[config.mk]
export PLATFORM = sky130hd
export DESIGN_NAME = btb
export DESIGN_NICKNAME = d
export VERILOG_FILES = /design/src/rtl/btb.sv
export SDC_FILE = /design/constraint.sdc
export NUM_CORES = 2
export LEC_CHECK = 0
export BUFFER_PORTS_ARGS = -buffer_cell sky130_fd_sc_hd__buf_4
export CELL_PAD_IN_SITES_DETAIL_PLACEMENT = 0
export CELL_PAD_IN_SITES_GLOBAL_PLACEMENT = 1
export CORE_MARGIN = 3
export CORE_UTILIZATION = 45
export CTS_CLUSTER_DIAMETER = 50
export DETAILED_ROUTE_END_ITERATION = 7
export PLACE_DENSITY_LB_ADDON = 0.1
export SYNTH_ARGS = -nofsm -noshare
export SYNTH_HDL_FRONTEND = slang
export SYNTH_SLANG_ARGS = --single-unit
[constraint.sdc]
create_clock -name clk -period 4.8 [get_ports clk]
set_clock_uncertainty 0.1 [all_clocks]
set_input_delay 0.48 -clock clk [delete_from_list [all_inputs] [get_ports clk]]
set_output_delay 0.48 -clock clk [all_outputs]
set_load 0.05 [all_outputs]
[src/rtl/btb.sv]
// Two-way set-associative branch target buffer: combinational IF lookup,
// lookup package carried IF->ID->EX, resolved-branch update in EX.
module btb #(
  parameter int unsigned s_idx       = 4,
  parameter int unsigned s_pc_offset = 2,
  parameter int unsigned s_tag       = 32 - s_idx - s_pc_offset
) (
  input  logic        clk,
  input  logic        rst,
  input  logic        stall_id,
  input  logic        stall_ex,
  input  logic [31:0] addr,
  output logic        btb_hit,
  output logic [31:0] btb_target,
  input  logic        update,
  input  logic        br_en,
  input  logic [31:0] br_target,
  output logic        target_mispred
);

  localparam int unsigned sets = 2 ** s_idx;

  typedef struct packed {
    logic [s_idx-1:0]  idx;
    logic [s_tag-1:0]  tag;
    logic              hit;
    logic              way;
    logic [31:0]       target;
  } pkg_t;

  logic [1:0][sets-1:0] valid;
  logic [sets-1:0]      lru;
  logic [s_tag-1:0]     tag_mem [2][sets];
  logic [31:0]          tgt_mem [2][sets];

  pkg_t             pkg_if, pkg_id, pkg_ex;
  logic [s_idx-1:0] idx_if;
  logic [s_tag-1:0] tag_if;
  logic             hit0, hit1;
  logic             victim, wr_way, wr_en;

  assign idx_if = addr[s_idx+s_pc_offset-1:s_pc_offset];
  assign tag_if = addr[31:s_idx+s_pc_offset];

  // Way 0 takes priority if both ways match the tag.
  always_comb begin
    hit0          = valid[0][idx_if] && (tag_mem[0][idx_if] == tag_if);
    hit1          = valid[1][idx_if] && (tag_mem[1][idx_if] == tag_if);
    pkg_if.idx    = idx_if;
    pkg_if.tag    = tag_if;
    pkg_if.hit    = hit0 | hit1;
    pkg_if.way    = ~hit0 & hit1;
    pkg_if.target = hit0 ? tgt_mem[0][idx_if] : (hit1 ? tgt_mem[1][idx_if] : '0);
  end

  assign btb_hit    = pkg_if.hit;
  assign btb_target = pkg_if.target;

  // Victim: first invalid way, otherwise the set's LRU way.
  always_comb begin
    if (!valid[0][pkg_ex.idx])      victim = 1'b0;
    else if (!valid[1][pkg_ex.idx]) victim = 1'b1;
    else                            victim = lru[pkg_ex.idx];
  end

  assign wr_way = pkg_ex.hit ? pkg_ex.way : victim;
  assign wr_en  = update & br_en & ~rst;

  assign target_mispred = update & br_en & (~pkg_ex.hit | (pkg_ex.target != br_target));

  always_ff @(posedge clk) begin
    if (rst) begin
      valid  <= '0;
      lru    <= '0;
      pkg_id <= '0;
      pkg_ex <= '0;
    end else begin
      if (!stall_id) pkg_id <= pkg_if;
      if (!stall_ex) pkg_ex <= pkg_id;
      if (wr_en) begin
        lru[pkg_ex.idx] <= ~wr_way;
        if (!pkg_ex.hit) valid[victim][pkg_ex.idx] <= 1'b1;
      end
    end
  end

  // Tag/target storage needs no reset; valid bits gate every use.
  always_ff @(posedge clk) begin
    if (wr_en) begin
      tgt_mem[wr_way][pkg_ex.idx] <= br_target;
      if (!pkg_ex.hit) tag_mem[wr_way][pkg_ex.idx] <= pkg_ex.tag;
    end
  end

endmodule

=== Word level (Yosys, flattened, before mapping) ===
Memories as Yosys holds them, arrays and structs flattened.
Cells that the tools add are included.

* Register bits: 176
* RAM bits: 1856
* Input bits: 70
* Output and inout port bits: 34
* Memories kept: 2

{| class="wikitable"
|+ Memories
! name !! words !! width !! read ports !! clocked after Yosys merged registers in !! wr ports !! line !! source
|-
| tgt_mem || 2 || 512 || 2 || 0 || 1 || 34 || <nowiki>logic [31:0] tgt_mem [2][sets];</nowiki>
|-
| tag_mem || 2 || 416 || 2 || 0 || 1 || 33 || <nowiki>logic [s_tag-1:0] tag_mem [2][sets];</nowiki>
|}

* Order comparisons: 8
* Equality and inequality tests: 3
* Muxes and demuxes: 41
* Bitwise operators: 13
* Reductions and logical operators: 6

{| class="wikitable"
|+ Operators by type and width
! operator !! number
|-
| $mux 512 || 1
|-
| $mux 416 || 1
|-
| $bmux 32 s4 || 2
|-
| $mux 32 || 7
|-
| $bmux 26 s4 || 2
|-
| $mux 26 || 5
|-
| $demux 32 s4 || 1
|-
| $demux 26 s4 || 1
|-
| $eq 26x26->1 || 2
|-
| $ne 32x32->1 || 1
|-
| $or 32x32->32 || 1
|-
| $bmux 1 s4 || 5
|-
| $bwmux 16 || 1
|-
| $demux 16 s1 || 1
|-
| $mux 16 || 1
|-
| $mux 1 || 12
|-
| $ge 5x5->1 const B || 2
|-
| $lt 4x5->1 const B || 2
|-
| $not 4->5 || 2
|-
| $logic_and 1x1->1 || 5
|-
| $lt 5x1->1 const B || 1
|-
| $and 1x1->1 || 4
|-
| $demux 1 s4 || 1
|-
| $ge 4x1->1 const B || 1
|-
| 5 further kinds || 9
|}

=== Depth between registers and ports, before layout ===
* Depth after elaboration: 9
* Mapped depth: 16
* Depth with buffers taken out: 9

=== Worst setup path before layout ===
No wires, ideal clock.

* Path kind: in2out
* From: input port addr[2]
* To: output port btb_target[17]
* Data arrival time: 3.591 ns
* Path slack: 0.629 ns
* Stages on the path: 13
* Path buffers: 9
* Cell sequence: buf_4 > buf_6 > buf_4 > buf_4 > buf_4 > buf_4 > buf_2 > buf_2 > mux4_2 > mux4_2 > nand2_1 > o22ai_1 > buf_4

{| class="wikitable"
|+ RTL lines
! what !! line !! source
|-
| start: declaration || 12 || <nowiki>input logic [31:0] addr,</nowiki>
|-
| end: declaration || 14 || <nowiki>output logic [31:0] btb_target,</nowiki>
|}

==> flow_summary_export.csv <==
group,metric,value,unit
final_layout,num-fill-cells,13520,
synth,ys_seq_area_frac,0.7531,
routing,drt_wl_total,221800,um
place,dp_hpwl,123300,um
setup_path,reg2regPathDepth,15,
synth,synth_edf_count,1856,
synth,ys_async_sr_fraction,0,
synth,synth_area_leaders,"edfxtp_1 (71%), mux4_2 (15%), dfxtp_1 (4.5%), mux2i_1 (2.0%), nor2_1 (1.1%)",
synth,syn_area_per_cell,20.85,sq um
routing,firstDrtPassIters,5,
synth,yosysTopAreaCell,"edfxtp_1",
synth,synth_compound_area_frac,0.01959,
worst_hold_path,min_from,"stall_ex",
setup_path,critical_path_class,"reg2out",
floorplanning,start_util,0.4557,
final_layout,fin_util,0.5395,
routing,drc_errors,0,
sta,hold_viol,0,
sta,layout_min_cycle_time,4876,ps
sta,rsz0062_at_grt,"true",
synth,synth-xor-area-share,0.01113,
setup_path,cp.required,4220,ps
clocking,clock_sinks,2032,
setup_path,crit_path_start_kind,"register",
worst_hold_path,hold-path-cell-count,3,
setup_path,r2r_start,"tag_mem[0][59]",
sta,setup_viol,24,
synth,synth_fa_ha_area_frac,0,
synth,synthMuxAreaShare,0.1747,
setup_path,worstSetupEndpointType,"primary output",
place,portBuffers,101,
setup_path,r2r_slack,610,ps
clocking,clk_latency,840,ps
floorplanning,pin_count,104,
synth,yosysMostFrequentCell,"edfxtp_1",
floorplanning,core_area,172700,sq um
sta,fin_tns_setup,-855.6,ps
sta,fin_ws,-76.18,ps
synth,synth_seq_cells,2032,
global_routing,grt_max_degree,96,
global_routing,antenna_found_initial,13,
synth,yosysWarnings,0,
power,power_density,409.3,nW/um^2
floorplanning,dieWidth,424.2,um
final_layout,stdcell_count,6693,
final_layout,layout-drive-gt1-share,0.3167,
floorplanning,dieArea,179900,sq um
global_routing,grt_pass1_vias,40575,
clocking,cts.htree.levels,4,
sta,fin_crit_sh,1.016,
floorplanning,die_h,424.2,um
synth,synth_commonest_cells,"edfxtp_1 (1856), mux4_2 (531), nor2_1 (234), dfxtp_1 (176), mux2i_1 (156)",
final_layout,fin_nets,4255,
sta,holdWs,185.8,ps
outcome,violations,"negative setup slack",
worst_hold_path,whs_endpoint,"pkg_ex[11]",
sta,tightest_slew,1291,ps
global_routing,grt_overflow,0,
synth,yosysTopAreaCellShare,0.7083,
clocking,cts_buffers,221,
setup_path,r2r_end,"pkg_id[23]",
global_routing,grt_use_total,0.2488,
synth,synthSimpleGateAreaFrac,0.02229,
setup_path,crit_arrival,4300,ps
sta,slew-limit-headroom,0.1380,
synth,synth_cell_type_count,57,
worst_hold_path,hp-class,"in2reg",
routing,ant_nets,0,
clocking,root_buffer,"clkbuf_16",
synth,synthesis.nets,3843,
power,power_leakage,29.37,nW
clocking,cts_max_path_buffers,3,
flow_run,drv_cap,0,
floorplanning,rows,152,
setup_path,crit_fanout,35,
place,place_inst,6197,
routing,viasPerCell,5.846,
synth,synthCells,3773,
place,gp_congestion,0.7527,
routing,drt_iter0_drc,3880,
global_routing,grt_pass1_wl,313100,um
synth,netlist_area,78690,sq um
clocking,cts_tree,"done",
sta,slew_violations,0,
final_layout,synthToLayoutAreaGrowth,18.40,%
outcome,status,"finished with violations",
sta,max_freq,205.1,MHz
synth,synth_ff_type,"edfxtp_1",
clocking,path_clk_slew,60,ps
routing,routedWlPerCell,33.14,um
power,ir_drop,0.0005041,V
routing,vias,39125,
synth,synth_top_family_by_area,"multiplexers",
## routing by layer
| metal | GRT usage | routed length [um] | vias up |
|---|---|---|---|
| li1 | - | - | 16288 |
| met1 | 0.3356 | 91140 | 21283 |
| met2 | 0.4230 | 113000 | 1226 |
| met3 | 0.03442 | 11240 | 328 |
| met4 | 0.07538 | 6425 | 0 |
| met5 | 0 | 0 | - |
## registers in the layout, summed over array words and instances, names as in the netlist
register  cells
tgt_mem    1024
valid        32
pkg_ex       64
tag_mem     832
lru          16
pkg_id       64
## power by group
| group | internal [mW] | leakage, nW | switching, mW |
|---|---|---|---|
| Sequential | 19.3 | 17.2 | 0.0872 |
| Combinational | 0.749 | 8.60 | 1.00 |
| Clock | 9.91 | 3.57 | 7.07 |
| Total | 30.0 | 29.4 | 8.16 |
## area by class of cell
type                    instances  area, sq um  area share
well taps                    2310         2890     0.03102
flip-flops and latches       2032        59260      0.6361
diodes                          4        10.01   0.0001074
clock inverters               117         1212     0.01301
inverters                      54        205.2    0.002203
clock buffers                 300         6163     0.06616
multi-input cells            1448        18830      0.2021
repair buffers                428         4592     0.04929
## what timing repair did
item / CTS / global route
hold buffers: 70 / 0
setup buffers: 6 / 0
pin swaps: 5 / 6
gates resized for setup: 125 / 13
setup endpoints to repair: 33 / 33
endpoints found under the hold margin: 1076 / 0
gates cloned: 6 / 0
## through the flow
stage	instance area [sq um]	power, mW	setup WS (ps)
final	93160	38.13	-76.18
after global routing	93160	39.33	-186.2
after CTS	93140	38.51	-210.8
after detailed placement	84300	21.46	21.49
after global placement	84300	21.45	-41.73
after floorplan	78690	20.72	629.3
## worst max-delay path by stage
stage	startpoint	to
after floorplan	addr[2]	btb_target[17]
after global placement	addr[3]	btb_target[22]
after detailed placement	addr[3]	btb_target[9]
after CTS	tag_mem[0][59]	btb_target[2]
after global routing	tag_mem[0][163]	btb_target[30]
final	tag_mem[1][223]	btb_target[4]
## cells by family after synthesis
kind of cell	count (synthesis)
compound gates	217
xor+xnor	100
buf+inv	293
flops	2032
mux	707
simple gates	424
## worst max-delay path, stage by stage (launching register included)
cell and delay (ps):
edfxtp_1 360, mux4_2 490, mux4_2 510, xnor2_1 180, buf_4 150, o211ai_1 90, buf_4 170, a2111oi_2 380
nand4_4 170, buf_12 220, o22ai_1 270, buf_4 170, buf_6 160
## cells in the final DEF (no fill, tap or decap), drive strengths merged, types with 7 or more instances in the layout
cell type,n
a211oi,22
a21o,34
a221oi,16
a22o,9
a22oi,18
buf,356
bufinv,16
clkbuf,301
clkinv,67
clkinvlp,16
dfxtp,176
dlygate4sd3,70
edfxtp,1856
inv,72
mux2,20
mux2i,156
mux4,531
nand2,130
nand3,7
nand4,12
nor2,235
nor2b,10
nor4,9
o21ai,42
o22ai,42
xnor2,69
xor2,31
No activity file was read; power rests on OpenSTA's default activity.
